## src/rtl/serial_add_pkg.sv

```systemverilog
// -----------------------------------------------------------------------------
// serial_add_pkg
// Shared definitions for the bit-serial adder controller:
//   - state_t        : controller FSM states (IDLE, RUN, DONE)
//   - DEFAULT_WIDTH  : default operand/result width in bits
// -----------------------------------------------------------------------------
package serial_add_pkg;

  localparam int DEFAULT_WIDTH = 8;

  typedef enum logic [1:0] {
    IDLE = 2'd0,
    RUN  = 2'd1,
    DONE = 2'd2
  } state_t;

endpackage : serial_add_pkg

```

## src/rtl/serial_fa_cell.sv

```systemverilog
// -----------------------------------------------------------------------------
// serial_fa_cell
// Purely combinational 1-bit full adder used as the datapath of the
// bit-serial adder.
// Ports:
//   a, b  : input  operand bits
//   c     : input  carry-in
//   s     : output sum bit      (a ^ b ^ c)
//   co    : output carry-out    (ab | bc | ac)
// -----------------------------------------------------------------------------
module serial_fa_cell (
  input  logic a,
  input  logic b,
  input  logic c,
  output logic s,
  output logic co
);

  assign s  = a ^ b ^ c;
  assign co = (a & b) | (b & c) | (a & c);

endmodule : serial_fa_cell

```

## src/rtl/serial_add_ctrl.sv

```systemverilog
// -----------------------------------------------------------------------------
// serial_add_ctrl
// Bit-serial adder: captures two WIDTH-bit operands plus a carry-in on start,
// adds them one bit per clock (LSB first) through a single full-adder cell and
// presents a registered sum/carry-out with a one-cycle done pulse.
//
// Optional feature (macro SERIAL_ADD_OVF_EN): adds the ovf output, the signed
// overflow flag of the completed addition.
//
// Parameters:
//   WIDTH : operand/result width in bits (2..32)
// Ports:
//   clk   : input  rising-edge clock
//   rst   : input  synchronous active-high reset
//   start : input  request a new addition (ignored while busy)
//   a, b  : input  operands, sampled only in the capture cycle
//   cin   : input  carry-in, sampled only in the capture cycle
//   busy  : output high while the FSM is in RUN
//   done  : output one-cycle pulse while the FSM is in DONE
//   sum   : output registered result
//   cout  : output registered carry-out
//   ovf   : output registered signed overflow (SERIAL_ADD_OVF_EN only)
//
// Timing: start sampled at edge 0 enters RUN. Edges 1..WIDTH each consume one
// operand bit; edge WIDTH+1 transfers the partial result to sum/cout and
// enters DONE, so done is high in the cycle following edge WIDTH+1.
// -----------------------------------------------------------------------------
module serial_add_ctrl
  import serial_add_pkg::*;
#(
  parameter int WIDTH = DEFAULT_WIDTH
) (
  input  logic             clk,
  input  logic             rst,
  input  logic             start,
  input  logic [WIDTH-1:0] a,
  input  logic [WIDTH-1:0] b,
  input  logic             cin,
  output logic             busy,
  output logic             done,
  output logic [WIDTH-1:0] sum,
  output logic             cout
`ifdef SERIAL_ADD_OVF_EN
  ,
  output logic             ovf
`endif
);

  localparam int             CW       = $clog2(WIDTH);
  localparam logic [CW-1:0]  LAST_BIT = CW'(WIDTH - 1);

  state_t           state_reg, state_next;
  logic [WIDTH-1:0] a_sh_reg, a_sh_next;
  logic [WIDTH-1:0] b_sh_reg, b_sh_next;
  logic [WIDTH-1:0] part_reg, part_next;
  logic             carry_reg, carry_next;
  logic [CW-1:0]    cnt_reg, cnt_next;
  // Set once the MSB has been consumed; the following RUN cycle publishes
  // the result instead of consuming another bit.
  logic             fin_reg, fin_next;
  logic [WIDTH-1:0] sum_reg, sum_next;
  logic             cout_reg, cout_next;
`ifdef SERIAL_ADD_OVF_EN
  // Carry entering the MSB position, kept for the overflow calculation.
  logic             msb_cin_reg, msb_cin_next;
  logic             ovf_reg, ovf_next;
`endif

  logic fa_s, fa_co;

  serial_fa_cell u_fa (
    .a  (a_sh_reg[0]),
    .b  (b_sh_reg[0]),
    .c  (carry_reg),
    .s  (fa_s),
    .co (fa_co)
  );

  always_ff @(posedge clk) begin
    if (rst) begin
      state_reg   <= IDLE;
      a_sh_reg    <= '0;
      b_sh_reg    <= '0;
      part_reg    <= '0;
      carry_reg   <= 1'b0;
      cnt_reg     <= '0;
      fin_reg     <= 1'b0;
      sum_reg     <= '0;
      cout_reg    <= 1'b0;
`ifdef SERIAL_ADD_OVF_EN
      msb_cin_reg <= 1'b0;
      ovf_reg     <= 1'b0;
`endif
    end else begin
      state_reg   <= state_next;
      a_sh_reg    <= a_sh_next;
      b_sh_reg    <= b_sh_next;
      part_reg    <= part_next;
      carry_reg   <= carry_next;
      cnt_reg     <= cnt_next;
      fin_reg     <= fin_next;
      sum_reg     <= sum_next;
      cout_reg    <= cout_next;
`ifdef SERIAL_ADD_OVF_EN
      msb_cin_reg <= msb_cin_next;
      ovf_reg     <= ovf_next;
`endif
    end
  end

  always_comb begin
    state_next   = state_reg;
    a_sh_next    = a_sh_reg;
    b_sh_next    = b_sh_reg;
    part_next    = part_reg;
    carry_next   = carry_reg;
    cnt_next     = cnt_reg;
    fin_next     = fin_reg;
    sum_next     = sum_reg;
    cout_next    = cout_reg;
`ifdef SERIAL_ADD_OVF_EN
    msb_cin_next = msb_cin_reg;
    ovf_next     = ovf_reg;
`endif

    case (state_reg)
      IDLE, DONE: begin
        if (start) begin
          a_sh_next  = a;
          b_sh_next  = b;
          carry_next = cin;
          part_next  = '0;
          cnt_next   = '0;
          fin_next   = 1'b0;
          state_next = RUN;
        end else if (state_reg == DONE) begin
          state_next = IDLE;
        end
      end

      RUN: begin
        if (fin_reg) begin
          sum_next   = part_reg;
          cout_next  = carry_reg;
`ifdef SERIAL_ADD_OVF_EN
          ovf_next   = msb_cin_reg ^ carry_reg;
`endif
          state_next = DONE;
        end else begin
          // Operands shift right so bit 0 always feeds the adder; sum bits
          // enter at the top so the LSB ends up at bit 0 after WIDTH shifts.
          a_sh_next  = a_sh_reg >> 1;
          b_sh_next  = b_sh_reg >> 1;
          part_next  = {fa_s, part_reg[WIDTH-1:1]};
          carry_next = fa_co;
          if (cnt_reg == LAST_BIT) begin
            fin_next     = 1'b1;
`ifdef SERIAL_ADD_OVF_EN
            msb_cin_next = carry_reg;
`endif
          end else begin
            cnt_next = cnt_reg + 1'b1;
          end
        end
      end

      default: state_next = IDLE;
    endcase
  end

  assign busy = (state_reg == RUN);
  assign done = (state_reg == DONE);
  assign sum  = sum_reg;
  assign cout = cout_reg;
`ifdef SERIAL_ADD_OVF_EN
  assign ovf  = ovf_reg;
`endif

endmodule : serial_add_ctrl

```

## config.mk

```make
export PLATFORM = sky130hd
export DESIGN_NAME = serial_add_ctrl
export DESIGN_NICKNAME = d
export VERILOG_FILES = /design/src/rtl/serial_add_pkg.sv /design/src/rtl/serial_fa_cell.sv /design/src/rtl/serial_add_ctrl.sv
export SDC_FILE = /design/constraint.sdc
export NUM_CORES = 1
export LEC_CHECK = 0
export CAP_MARGIN = 0
export CORE_MARGIN = 2
export CORE_UTILIZATION = 50
export DETAILED_ROUTE_END_ITERATION = 8
export GPL_TIMING_DRIVEN = 0
export PLACE_DENSITY_LB_ADDON = 0.25
export SYNTH_ARGS = -nofsm -noshare
export SYNTH_HDL_FRONTEND = slang
export SYNTH_SLANG_ARGS = --single-unit
```

## constraint.sdc

```tcl
create_clock -name clk -period 2 [get_ports clk]
set_input_delay 0.4 -clock clk [delete_from_list [all_inputs] [get_ports clk]]
set_output_delay 0.4 -clock clk [all_outputs]
set_load 0.05 [all_outputs]
```

==> flow_summary.yaml, run 1 <==
sta:
  min_period_ps: 1897
  grt_setup_unrepaired: "false"
  fmax_mhz: 527.2
  hold_viol: 0
  fin_skew_ps: 11.20
  relSlewSlack_pct: 60.38
  min_period_over_period_pct: 94.83
  worst_slew_pin_slew_ps: 594.3
  setup_violations: 0
  drv_slew: 0
run:
  drv_cap: 0
route:
  drt_iter0_drc: 69
  route.vias.total: 1456
  finalWirelength_mm: 3.550
  post_drt_wl_per_cell_um: 13.10
  drc: 0
  drtPass1Iterations: 5
  ant_nets: 0
  via_per_inst: 5.373
layout:
  postLayoutCoreUtil_pct: 64.17
  nets: 247
  syn_to_final_growth_pct: 23.85
  fin_area_um2: 2125
  diodes: 0
  fillCellCount: 310
  multi_input_area_um2: 819.5
  ff_latch_area_um2: 803.3
  drive_gt1_share_pct: 15.11
cts:
  cts_sinks: 40
  root_buffer: "clkbuf_4"
  cts_buffers: 5
  cts_max_level: 2
  cts_buffer_depth: 2
  clk_pin_slew_ps: 120
  cts_tree: "yes"
  cts_hold_buf: 0
  insertion_delay_ps: 340
global_route:
  grt.met1_usage_pct: 23.74
  overflow: 0
  antenna_found_initial: 0
  use_met2_pct: 35.48
  grt_pass1_vias: 1470
  grt_max_degree: 14
  use_met3_pct: 5.045
  grt.busiest_layer: "met2"
  grt_pass1_wl_mm: 6.375
  grt.total_usage_pct: 20.29
die:
  start_util_pct: 51.81
  fp.dieW_um: 62.57
  rows: 21
  dieArea_um2: 3915
  ioPinCount: 31
  core_area_um2: 3311
  die_y_um: 62.57
synth:
  yosys.area.top_type_share_pct: 46.68
  synth_cell_types: 29
  ys_seq_elements: 40
  yosysTopAreaCell: "dfxtp_1"
  synth-main-ff-cell: "dfxtp_1"
  syn_nets: 211
  synth_seq_area_share_pct: 46.68
  ys_top_cells_by_area: "dfxtp_1 47%, nand2_1 8.8%, a311oi_2 7.0%, nor3_1 4.7%, a21oi_1 4.4%"
  synthCells: 188
  yosysWarnings: 0
  avgSynthCellArea_um2: 9.124
  syn_area_um2: 1715
  synth_edf_count: 0
  async_reset_ff_share_pct: 0
setup_path:
  endpoint_kind: "output pin"
  crit_cells: 1
  cp.arrival_ps: 1500
  required_ps: 1600
  critPathBufInv: 1
  crit_family: "buffers and inverters"
  worstRegToRegCells: 5
  crit_chain: "clkdlybuf4s50_1"
  cp-start-kind: "flip-flop"
  cp_max_fo: 2
  crit_slowest_cell: "clkdlybuf4s50_1"
  crit_type: "flip-flop to output pin"
  slowest_delay_ps: 800
hold_path:
  hold_depth: 2
  hold_path_class: "flip-flop to flip-flop"
place:
  gp_congestion: 0.7724
  io_buffers: 29
  place_area_um2: 2063
  dpl.hpwl_mm: 2.603
pwr:
  ir_drop_mv: 0.5718
  p_leak_nw: 0.7716
  pwr_density_cell_nw_per_um2: 720.0
status:
  status: "complete, no violations"
[power breakdown]
| group | internal [W] | switching (W) | leakage (nW) | total (W) |
|---|---|---|---|---|
| Sequential | 0.000839 | 0.0000259 | 0.328 | 0.000865 |
| Clock | 0.000135 | 0.000268 | 0.0349 | 0.000404 |
| Combinational | 0.000119 | 0.000142 | 0.409 | 0.000261 |
| Total | 0.00109 | 0.000437 | 0.772 | 0.00153 |
[cell type report]
| class | count | area share [%] |
|---|---|---|
| Multi-Input combinational cell | 129 | 38.57 |
| Clock inverter | 3 | 0.8834 |
| Sequential cell | 40 | 37.81 |
| Timing Repair Buffer | 29 | 13.66 |
| Tap cell | 46 | 2.709 |
| Clock buffer | 5 | 1.767 |
| Buffer | 15 | 3.887 |
| Inverter | 4 | 0.7067 |
[cell usage in the layout, fill, tap and decap left out, types with 6 or more instances in the layout]
master           instances
a311oi_2                 8
a22o_1                   7
nand3_1                 14
a311oi_1                 7
a21oi_1                 15
nor3_1                  16
dfxtp_1                 38
buf_2                    6
clkdlybuf4s50_1         27
nand2_1                 40
[path summary, 6_finish.rpt]
path / from / to / slack (ps)
worst max-delay path: sum[0]$_SDFFE_PP0P_ / sum[0] / 100
worst min-delay path: cout$_SDFFE_PP0P_ / cout$_SDFFE_PP0P_ / 470
worst max register to register: cnt_reg[0]$_SDFFE_PP0P_ / cnt_reg[0]$_SDFFE_PP0P_ / 290
worst min register to register: cout$_SDFFE_PP0P_ / cout$_SDFFE_PP0P_ / 470
[stage by stage]
step	hold slack (ps)	setup TNS (ps)	cells	power (W)	setup WS, ps
2_1_floorplan	441.9	0	188	0.001058	426.1
3_3_place_gp	443.8	-238.4	263	0.001128	-238.4
3_5_place_dp	451.8	-345.0	263	0.001141	-256.5
4_1_cts	467.1	0	271	0.001539	14.05
5_1_grt	500.8	0	271	0.001610	3.432
6_report	465.8	0	271	0.001530	103.3
[cell usage after synthesis, types with 2 or more instances]
cell type and instances:
inv_1 3, a311oi_1 7, nand2b_1 3, dfxtp_1 40, buf_2 7, buf_6 2
nor2b_1 2, ha_1 2, nor3_1 16, nand3b_1 3, clkbuf_1 5, a311oi_2 8
nand2_1 40, nand3_1 14, a21oi_1 15, a22o_1 7, nor2_1 2
[worst register-to-register path, delay by kind of cell (launching register included)]
| family | cells | cell delay (ps) |
|---|---|---|
| AOI/OAI and AO/OA | 1 | 150 |
| adders and majority gates | 2 | 430 |
| DFF | 1 | 340 |
| and+or+nand+nor | 2 | 730 |
[metal layers]
metal	up-vias	share of wire, %
met4	0	1.6
met1	672	44
met5	-	0
li1	744	-
met2	34	49
met3	6	5.0
[logic make-up after synthesis]
| kind of cell | share of synthesized area [%] |
|---|---|
| AND/OR/NAND/NOR | 25.75 |
| flip-flops | 46.68 |
| AO/OA/AOI/OAI | 19.40 |
| buffers and inverters | 5.543 |
| adder cells (fa/ha/maj) | 2.626 |
[timing repair]
action | 4_1_cts | 5_1_grt
pin swaps | 0 | 0
endpoints found under the setup margin | 2 | 1
resized for setup | 9 | 2
setup buffers | 0 | 0
Note: power is estimated with default switching activity, not from simulation.
==> inputs of run 2 (changes only) <==
SETUP_SLACK_MARGIN = 0.4   (was unset)
SLEW_MARGIN = 10   (was unset)
==> flow_summary.yaml, run 2 (synthesis results as in run 1) <==
layout:
  layout_common_cells: "40 x nand2_1, 36 x dfxtp_1, 18 x clkdlybuf4s50_1, 16 x nor3_1"
  final_common_cell: "nand2_1"
  diodes: 0
  drive_gt1_share_pct: 25.96
  final_cells: 281
  syn_to_final_growth_pct: 32.39
  postLayoutCoreUtil_pct: 68.59
  nets: 257
  fin_area_um2: 2271
setup_path:
  cp-start-kind: "flip-flop"
  crit_family: "buffers and inverters"
  cp.arrival_ps: 1220
  crit_slowest_cell: "dfxtp_4"
  required_ps: 1600
  crit_type: "flip-flop to output pin"
  cp_max_fo: 3
  critPathMostFrequentCell: "buf_6"
  crit_chain: "nand2b_4 > buf_6 > inv_4 > buf_6 > buf_8"
  critPathBufInv: 4
  rrSetupSlack_ps: 400
  slowest_delay_ps: 360
  endpoint_kind: "output pin"
place:
  dpl.hpwl_mm: 2.603
  io_buffers: 29
  placed_cells: 263
  place_area_um2: 2063
  gp_congestion: 0.7724
  place_ws_ps: -256.5
route:
  ant_nets: 0
  drtPass1Iterations: 4
  finalWirelength_mm: 3.752
  route.vias.total: 1497
  via_per_inst: 5.327
  post_drt_wl_per_cell_um: 13.35
  drc: 0
  drt_iter0_drc: 76
cts:
  cts_buffer_depth: 2
  cts_sinks: 40
  root_buffer: "clkbuf_4"
  insertion_delay_ps: 350
  cts_tree: "yes"
  clk_pin_slew_ps: 110
  cts_max_level: 2
  cts_buffers: 5
  cts_hold_buf: 0
sta:
  min_period_over_period_pct: 81.16
  hold_slack_ps: 467.5
  worst_slew_pin_slew_ps: 600.1
  grt_setup_unrepaired: "true"
  min_period_ps: 1623
  fmax_mhz: 616.0
  drv_slew: 0
  hold_viol: 0
  setup_violations: 0
  relSlewSlack_pct: 59.99
  fin_ws_ps: 376.7
  fin_skew_ps: 9.854
status:
  status: "complete, no violations"
die:
  rows: 21
  fp.dieW_um: 62.57
  start_util_pct: 51.81
  dieArea_um2: 3915
  core_area_um2: 3311
  die_y_um: 62.57
  ioPinCount: 31
pwr:
  ir_drop_mv: 0.5728
  pwr_density_cell_nw_per_um2: 690.3
  p_leak_nw: 0.8310
global_route:
  grt_pass1_wl_mm: 6.686
  overflow: 0
  antenna_found_initial: 0
  grt_pass1_vias: 1509
  grt.total_usage_pct: 21.29
  grt_max_degree: 14
run:
  drv_cap: 0
hold_path:
  hold_path_class: "flip-flop to flip-flop"
[run 2: final timing paths]
path,start,to,depth (start not counted)
worst max-delay path,state_reg[1]$_SDFFE_PP0P_,busy,5
worst min-delay path,cout$_SDFFE_PP0P_,cout$_SDFFE_PP0P_,2
worst max register to register,cnt_reg[1]$_SDFFE_PP0P_,cnt_reg[0]$_SDFFE_PP0P_,5
worst min register to register,cout$_SDFFE_PP0P_,cout$_SDFFE_PP0P_,2
[run 2: final cells by class]
| class | instances | area [um2] |
|---|---|---|
| tap | 46 | 57.56 |
| timing repair buffer | 39 | 374.1 |
| buffer | 15 | 98.84 |
| clock inverter | 3 | 18.77 |
| multi-input combinational | 129 | 855.8 |
| clock buffer | 5 | 37.54 |
| sequential | 40 | 810.8 |
| fill | 295 | 1040 |
| inverter | 4 | 17.52 |
[run 2: repair_timing]
| action | 4_1_cts | 5_1_grt |
|---|---|---|
| hold endpoints to repair | 0 | 0 |
| setup endpoints to repair | 20 | 13 |
| setup buffers | 7 | 3 |
| gates resized for setup | 54 | 7 |
| pin swaps | 4 | 4 |
[run 2: per-layer routing]
metal	part of all wire [%]	track usage, %	wire length (um)	vias up
li1	-	-	-	768
met1	44	24.66	1662	695
met2	51	37.90	1900	30
met3	4.0	5.045	150	4
met4	1.0	8.056	38	0
met5	0	0	0	-
[run 2: report_power, final]
group | switching [W] | internal, W | leakage (nW)
Combinational | 0.000151 | 0.000145 | 0.467
Sequential | 0.0000275 | 0.000838 | 0.329
Clock | 0.000271 | 0.000135 | 0.0349
Total | 0.000450 | 0.00112 | 0.831
[run 2: worst min-delay path, cell delays in order (launching register included)]
cell	delay (ps)
dfxtp_1	330
nand2_1	50
a21oi_1	50
[run 2: per-stage QoR]
step,total power (W),TNS (ps)
floorplan,0.001058,0
global placement,0.001128,-238.4
detailed placement,0.001141,-345.0
CTS,0.001561,0
global route,0.001650,0
finish,0.001568,0
